===== config.mk =====
export PLATFORM = sky130hd
export DESIGN_NAME = puf_meas_seq
export DESIGN_NICKNAME = d
export VERILOG_FILES = /design/src/rtl/puf_pkg.sv /design/src/rtl/puf_gate_timer.sv /design/src/rtl/puf_meas_seq.sv
export SDC_FILE = /design/constraint.sdc
export NUM_CORES = 1
export LEC_CHECK = 0
export CORE_UTILIZATION = 47
export DETAILED_ROUTE_END_ITERATION = 8
export PLACE_DENSITY = 0.85
export SLEW_MARGIN = 25
export SYNTH_ARGS = -nofsm -noshare
export SYNTH_HDL_FRONTEND = slang
export SYNTH_HIERARCHICAL = 1
export SYNTH_SLANG_ARGS = --single-unit

===== constraint.sdc =====
create_clock -name clk -period 2.4 [get_ports clk]
set_input_delay 0.48 -clock clk [delete_from_list [all_inputs] [get_ports clk]]
set_output_delay 0.48 -clock clk [all_outputs]
set_load 0.05 [all_outputs]

===== src/rtl/puf_pkg.sv =====
// Shared types and default constants for the ring-oscillator PUF measurement path.
package puf_pkg;

    typedef enum logic [2:0] {
        ST_IDLE    = 3'd0,
        ST_CLEAR   = 3'd1,
        ST_GATE    = 3'd2,
        ST_SETTLE  = 3'd3,
        ST_COMPARE = 3'd4,
        ST_DONE    = 3'd5
    } puf_state_t;

    localparam int unsigned PUF_CNT_W  = 8;
    localparam int unsigned PUF_SEL_W  = 5;
    localparam int unsigned PUF_WINDOW = 256;
    localparam int unsigned PUF_SETTLE = 4;
    localparam int unsigned PUF_N_BITS = 8;

endpackage


===== src/rtl/puf_gate_timer.sv =====
// Loadable down-counter with zero flag; times the gate window and settle wait.
module puf_gate_timer #(
    parameter int unsigned W = 8
) (
    input  logic         clk,
    input  logic         rst_n,
    input  logic         load,
    input  logic [W-1:0] load_val,
    input  logic         dec,
    output logic         zero
);

    logic [W-1:0] value;

    always_ff @(posedge clk) begin
        if (rst_n) begin
            value <= '0;
        end else if (load) begin
            value <= load_val;
        end else if (dec && (value != '0)) begin
            value <= value - 1'b1;
        end
    end

    assign zero = (value == '0);

endmodule


===== src/rtl/puf_meas_seq.sv =====
// Measurement sequencer: per challenge bit clears the counters, gates the
// oscillators, waits for settling, then compares the two counts into the response.
module puf_meas_seq
    import puf_pkg::*;
#(
    parameter int unsigned CNT_W  = PUF_CNT_W,
    parameter int unsigned SEL_W  = PUF_SEL_W,
    parameter int unsigned N_BITS = PUF_N_BITS,
    parameter int unsigned WINDOW = PUF_WINDOW,
    parameter int unsigned SETTLE = PUF_SETTLE
) (
    input  logic              clk,
    input  logic              rst_n,
    input  logic              start,
    input  logic              abort,
    input  logic [SEL_W-1:0]  challenge,
    input  logic [CNT_W-1:0]  cnt_a,
    input  logic [CNT_W-1:0]  cnt_b,
    output logic              ro_en,
    output logic              cnt_clr,
    output logic [SEL_W-1:0]  sel,
    output logic              busy,
    output logic              resp_valid,
    output logic [N_BITS-1:0] response,
    output logic              tie,
    output logic              sat
);

    localparam int unsigned TMAX = (WINDOW > SETTLE) ? WINDOW : SETTLE;
    localparam int unsigned TW   = (TMAX > 1) ? $clog2(TMAX) : 1;
    localparam int unsigned BW   = (N_BITS > 1) ? $clog2(N_BITS) : 1;

    localparam logic [TW-1:0] WIN_LD  = TW'(WINDOW - 1);
    localparam logic [TW-1:0] SET_LD  = TW'(SETTLE - 1);
    localparam logic [BW-1:0] LAST_IX = BW'(N_BITS - 1);

    puf_state_t       state, state_nx;
    logic [SEL_W-1:0] base;
    logic [BW-1:0]    bit_idx;
    logic             t_load, t_dec, t_zero;
    logic [TW-1:0]    t_ld_val;
    logic             aborting;

    assign aborting = abort && (state != ST_IDLE);

    puf_gate_timer #(.W(TW)) u_timer (
        .clk      (clk),
        .rst_n    (rst_n),
        .load     (t_load),
        .load_val (t_ld_val),
        .dec      (t_dec),
        .zero     (t_zero)
    );

    always_comb begin
        state_nx = state;
        t_load   = 1'b0;
        t_ld_val = '0;
        t_dec    = 1'b0;
        unique case (state)
            ST_IDLE:    if (start) state_nx = ST_CLEAR;
            ST_CLEAR: begin
                t_load   = 1'b1;
                t_ld_val = WIN_LD;
                state_nx = ST_GATE;
            end
            ST_GATE: begin
                if (t_zero) begin
                    t_load   = 1'b1;
                    t_ld_val = SET_LD;
                    state_nx = ST_SETTLE;
                end else begin
                    t_dec = 1'b1;
                end
            end
            ST_SETTLE: begin
                if (t_zero) state_nx = ST_COMPARE;
                else        t_dec    = 1'b1;
            end
            ST_COMPARE: state_nx = (bit_idx == LAST_IX) ? ST_DONE : ST_CLEAR;
            ST_DONE:    state_nx = ST_IDLE;
            default:    state_nx = ST_IDLE;
        endcase
        if (aborting) state_nx = ST_IDLE;
    end

    // Strobes are registered from the current state, so they trail it by one cycle;
    // an abort zeroes them on the same edge so nothing leaks after the cancel.
    always_ff @(posedge clk) begin
        if (rst_n) begin
            state      <= ST_IDLE;
            ro_en      <= 1'b0;
            cnt_clr    <= 1'b0;
            busy       <= 1'b0;
            resp_valid <= 1'b0;
            sel        <= '0;
            response   <= '0;
            tie        <= 1'b0;
            sat        <= 1'b0;
            bit_idx    <= '0;
            base       <= '0;
        end else begin
            state <= state_nx;
            if (aborting) begin
                ro_en      <= 1'b0;
                cnt_clr    <= 1'b0;
                busy       <= 1'b0;
                resp_valid <= 1'b0;
                response   <= '0;
            end else begin
                ro_en      <= (state == ST_GATE);
                cnt_clr    <= (state == ST_CLEAR);
                busy       <= (state != ST_IDLE);
                resp_valid <= (state == ST_DONE);
                if (state == ST_CLEAR) sel <= base + SEL_W'(bit_idx);
                if (state == ST_IDLE && start) begin
                    base     <= challenge;
                    bit_idx  <= '0;
                    response <= '0;
                    tie      <= 1'b0;
                    sat      <= 1'b0;
                end
                if (state == ST_COMPARE) begin
                    response[bit_idx] <= (cnt_a > cnt_b);
                    if (cnt_a == cnt_b) tie <= 1'b1;
                    if ((cnt_a == '1) || (cnt_b == '1)) sat <= 1'b1;
                    if (bit_idx != LAST_IX) bit_idx <= bit_idx + 1'b1;
                end
            end
        end
    end

endmodule


==> results_dict.tcl <==
set metrics [dict create \
    drv_slew 0 \
    area_growth_pct 31.1 \
    grt_pass1_vias 2085 \
    drt_iter0_markers 94 \
    gp_congestion 0.807 \
    synth_area_leader_cell "dfxtp_1" \
    rows 24 \
    grt_pass1_wl_microns 8980 \
    synth_area_leaders "dfxtp_1, ha_1, nor2_1" \
    grt_antenna_before_repair 0 \
    slowest_stage "or4_4" \
    hpwl_microns 4010 \
    yosysSeqAreaShare 0.341 \
    wl_microns 5140 \
    netlist_area_sq_um 2230 \
    grt_max_degree 20 \
    drive_gt1_frac 0.158 \
    ys.flop_type "dfxtp_1" \
    initial_core_util 0.502 \
    h-tree-depth 2 \
    vias 2071 \
    hold_viol_final 0 \
    die_area_sq_um 5030 \
    syn_nets 296 \
    ys_warn_count 6 \
    post_drt_wl_per_cell_microns 14.2 \
    fp.dieW_microns 70.9 \
    worst_pin_slew_ns 0.533 \
    relSlewSlack 0.643 \
    cp_data_required_time_ns 2.60 \
    critPathCaptureType "flip-flop" \
    cts.sinks 38 \
    fin_crit_ns 2.29 \
    finClkSkew_ns 0.00709 \
    firstDrtPassIters 6 \
    setup_viol 0 \
    nets 352 \
    power_density_nw_per_um2 795 \
    ys_types 59 \
    hp-class "reg -> reg" \
    drc 0 \
    path_cells "or4_4 > nor4_4 > nand2_1 > mux2_2 > nor2_2 > bufinv_8 > a311oi_1" \
    coreArea_sq_um 4440 \
    arrival_ns 2.49 \
    vdd_drop_max_uv 400 \
    max_cap_viol_count 0 \
    crit_type "reg -> reg" \
    insertion_delay_ns 0.30 \
    detail-route-antenna-nets 0 \
    io_pins 44 \
    slowest_delay_ns 0.56 \
    n_fill_cell 374 \
    cts_tree "done" \
    synth_edf_count 0 \
    status "finished, final reports clean" \
    max_freq_mhz 438 \
    io_buffers 43 \
    syn_area_per_cell_sq_um 8.75 \
    numCtsBuffers 5 \
    path_max_fanout 9 \
    syn_inst 255 \
    worstSetupStartpointType "flip-flop" \
    fin_util 0.659 \
    grt-ovfl-total 0 \
    fin_crit_sh 0.952 \
    clockBufferDepth 2 \
    power_leakage_nw 1.16 \
    diodes 0 \
    vias_per_cell 5.71 \
    ys_async_sr_fraction 0 \
    synth_seq_cells 38 \
    grt_usage 0.226 \
    clock-root-buffer "clkbuf_8" \
    hold_ws_ns 0.457 \
    die_h_microns 70.9 \
    yosysTopAreaCellShare 0.341 \
    cts.clk_slew.worst_paths_ns 0.07 \
]
[power by group]
part | internal, mW | switching [mW] | total, mW
registers | 0.720 | 0.0961 | 0.816
logic | 0.522 | 0.566 | 1.09
clock network | 0.195 | 0.227 | 0.422
total | 1.44 | 0.889 | 2.33
[metrics by stage]
| stage | TNS [ns] | worst slack, ns | instance area, sq um | std cells | total power [mW] |
|---|---|---|---|---|---|
| 5_1_grt | -0.0440 | -0.0215 | 2930 | 363 | 2.48 |
| 3_3_place_gp | 0 | 0.0596 | 2820 | 356 | 1.79 |
| 4_1_cts | 0 | 0.0584 | 2900 | 363 | 2.25 |
| 6_report | 0 | 0.115 | 2930 | 363 | 2.33 |
| 2_1_floorplan | 0 | 0.0492 | 2250 | 255 | 1.50 |
| 3_5_place_dp | -0.0159 | -0.00941 | 2820 | 356 | 1.83 |
[cell families after synthesis]
logic type,after synthesis,share of synthesized area
AOI/OAI and AO/OA,59,0.201
xor gates and xnor gates,5,0.0196
adders and majority gates,16,0.0930
buffers and inverters,28,0.0510
DFF,38,0.341
muxes,5,0.0235
and+or+nand+nor,104,0.271
[metal layers]
| layer | up-vias | global-route usage | wire length (microns) |
|---|---|---|---|
| li1 | 1046 | - | - |
| met1 | 971 | 0.261 | 2250 |
| met2 | 45 | 0.391 | 2550 |
| met3 | 9 | 0.0641 | 240 |
| met4 | 0 | 0.0956 | 100 |
| met5 | - | 0 | 0 |
[worst max-delay path: cells and delay by family (launching register included)]
kind | cells | cell delay, ns
simple gates | 4 | 1.16
compound gates | 1 | 0.22
mux | 1 | 0.28
flops | 1 | 0.32
buf+inv | 1 | 0.21
[flip-flops by register name, indices dropped and copies added, names as in the netlist]
register / cells
resp_valid: 1
ro_en: 1
sat: 1
cnt_clr: 1
tie: 1
bit_idx: 3
sel: 5
u_timer/value: 8
busy: 1
base: 5
state: 3
response: 8
[worst paths after layout]
| path | startpoint | end | slack, ns | cells after the start |
|---|---|---|---|---|
| setup / recovery | u_timer/value[2] | u_timer/value[5] | 0.11 | 7 |
| hold / removal | sel[2] | sel[2] | 0.46 | 2 |
| setup reg to reg | u_timer/value[2] | u_timer/value[5] | 0.11 | 7 |
| hold reg to reg | sel[2] | sel[2] | 0.46 | 2 |
[cells in the final DEF (no fill, tap or decap), types with 2 or more instances in the layout]
cell	n
o311a_1	2
nor2b_1	4
or4_2	2
mux2_2	2
o211a_1	3
a21o_1	3
a41o_1	2
clkinv_2	2
or4_1	3
o21ai_0	9
dfxtp_1	38
and4_1	2
nand4b_1	2
nor3b_1	4
nor2_1	26
inv_1	16
nor3_1	11
a31o_2	5
ha_1	15
nand3_1	2
nand2b_1	5
mux2i_1	3
a211oi_1	3
or3_2	2
a21oi_1	17
a311oi_1	2
clkbuf_8	5
buf_4	17
o211ai_1	2
nand4_1	4
clkdlybuf4s50_1	43
xnor2_1	4
nand2_1	20
and2_1	4
[repair_timing]
| action | 4_1_cts | 5_1_grt |
|---|---|---|
| gates resized for setup | 0 | 4 |
| setup buffers | 0 | 0 |
| endpoints found under the setup margin | 0 | 8 |
| hold buffers | 0 | 0 |
[layout make-up]
type                       count  area [sq um]  share of cell area
tap                           52          65.1              0.0222
multi-input combinational    189          1390               0.474
timing repair buffer          60           558               0.191
sequential                    38           761               0.260
clock inverter                 2          10.0             0.00342
clock buffer                   5          68.8              0.0235
inverter                      17          77.6              0.0265
[cell usage after synthesis, drive strengths merged, types with 5 or more instances]
cell / n
nor2: 27
or4: 6
nand2b: 6
a21oi: 17
nor3b: 5
clkbuf: 6
o21ai: 9
nand2: 20
nor3: 11
dfxtp: 38
ha: 15
a211oi: 5
buf: 5
a31o: 6
inv: 16
(Power assumes the default switching activity.)
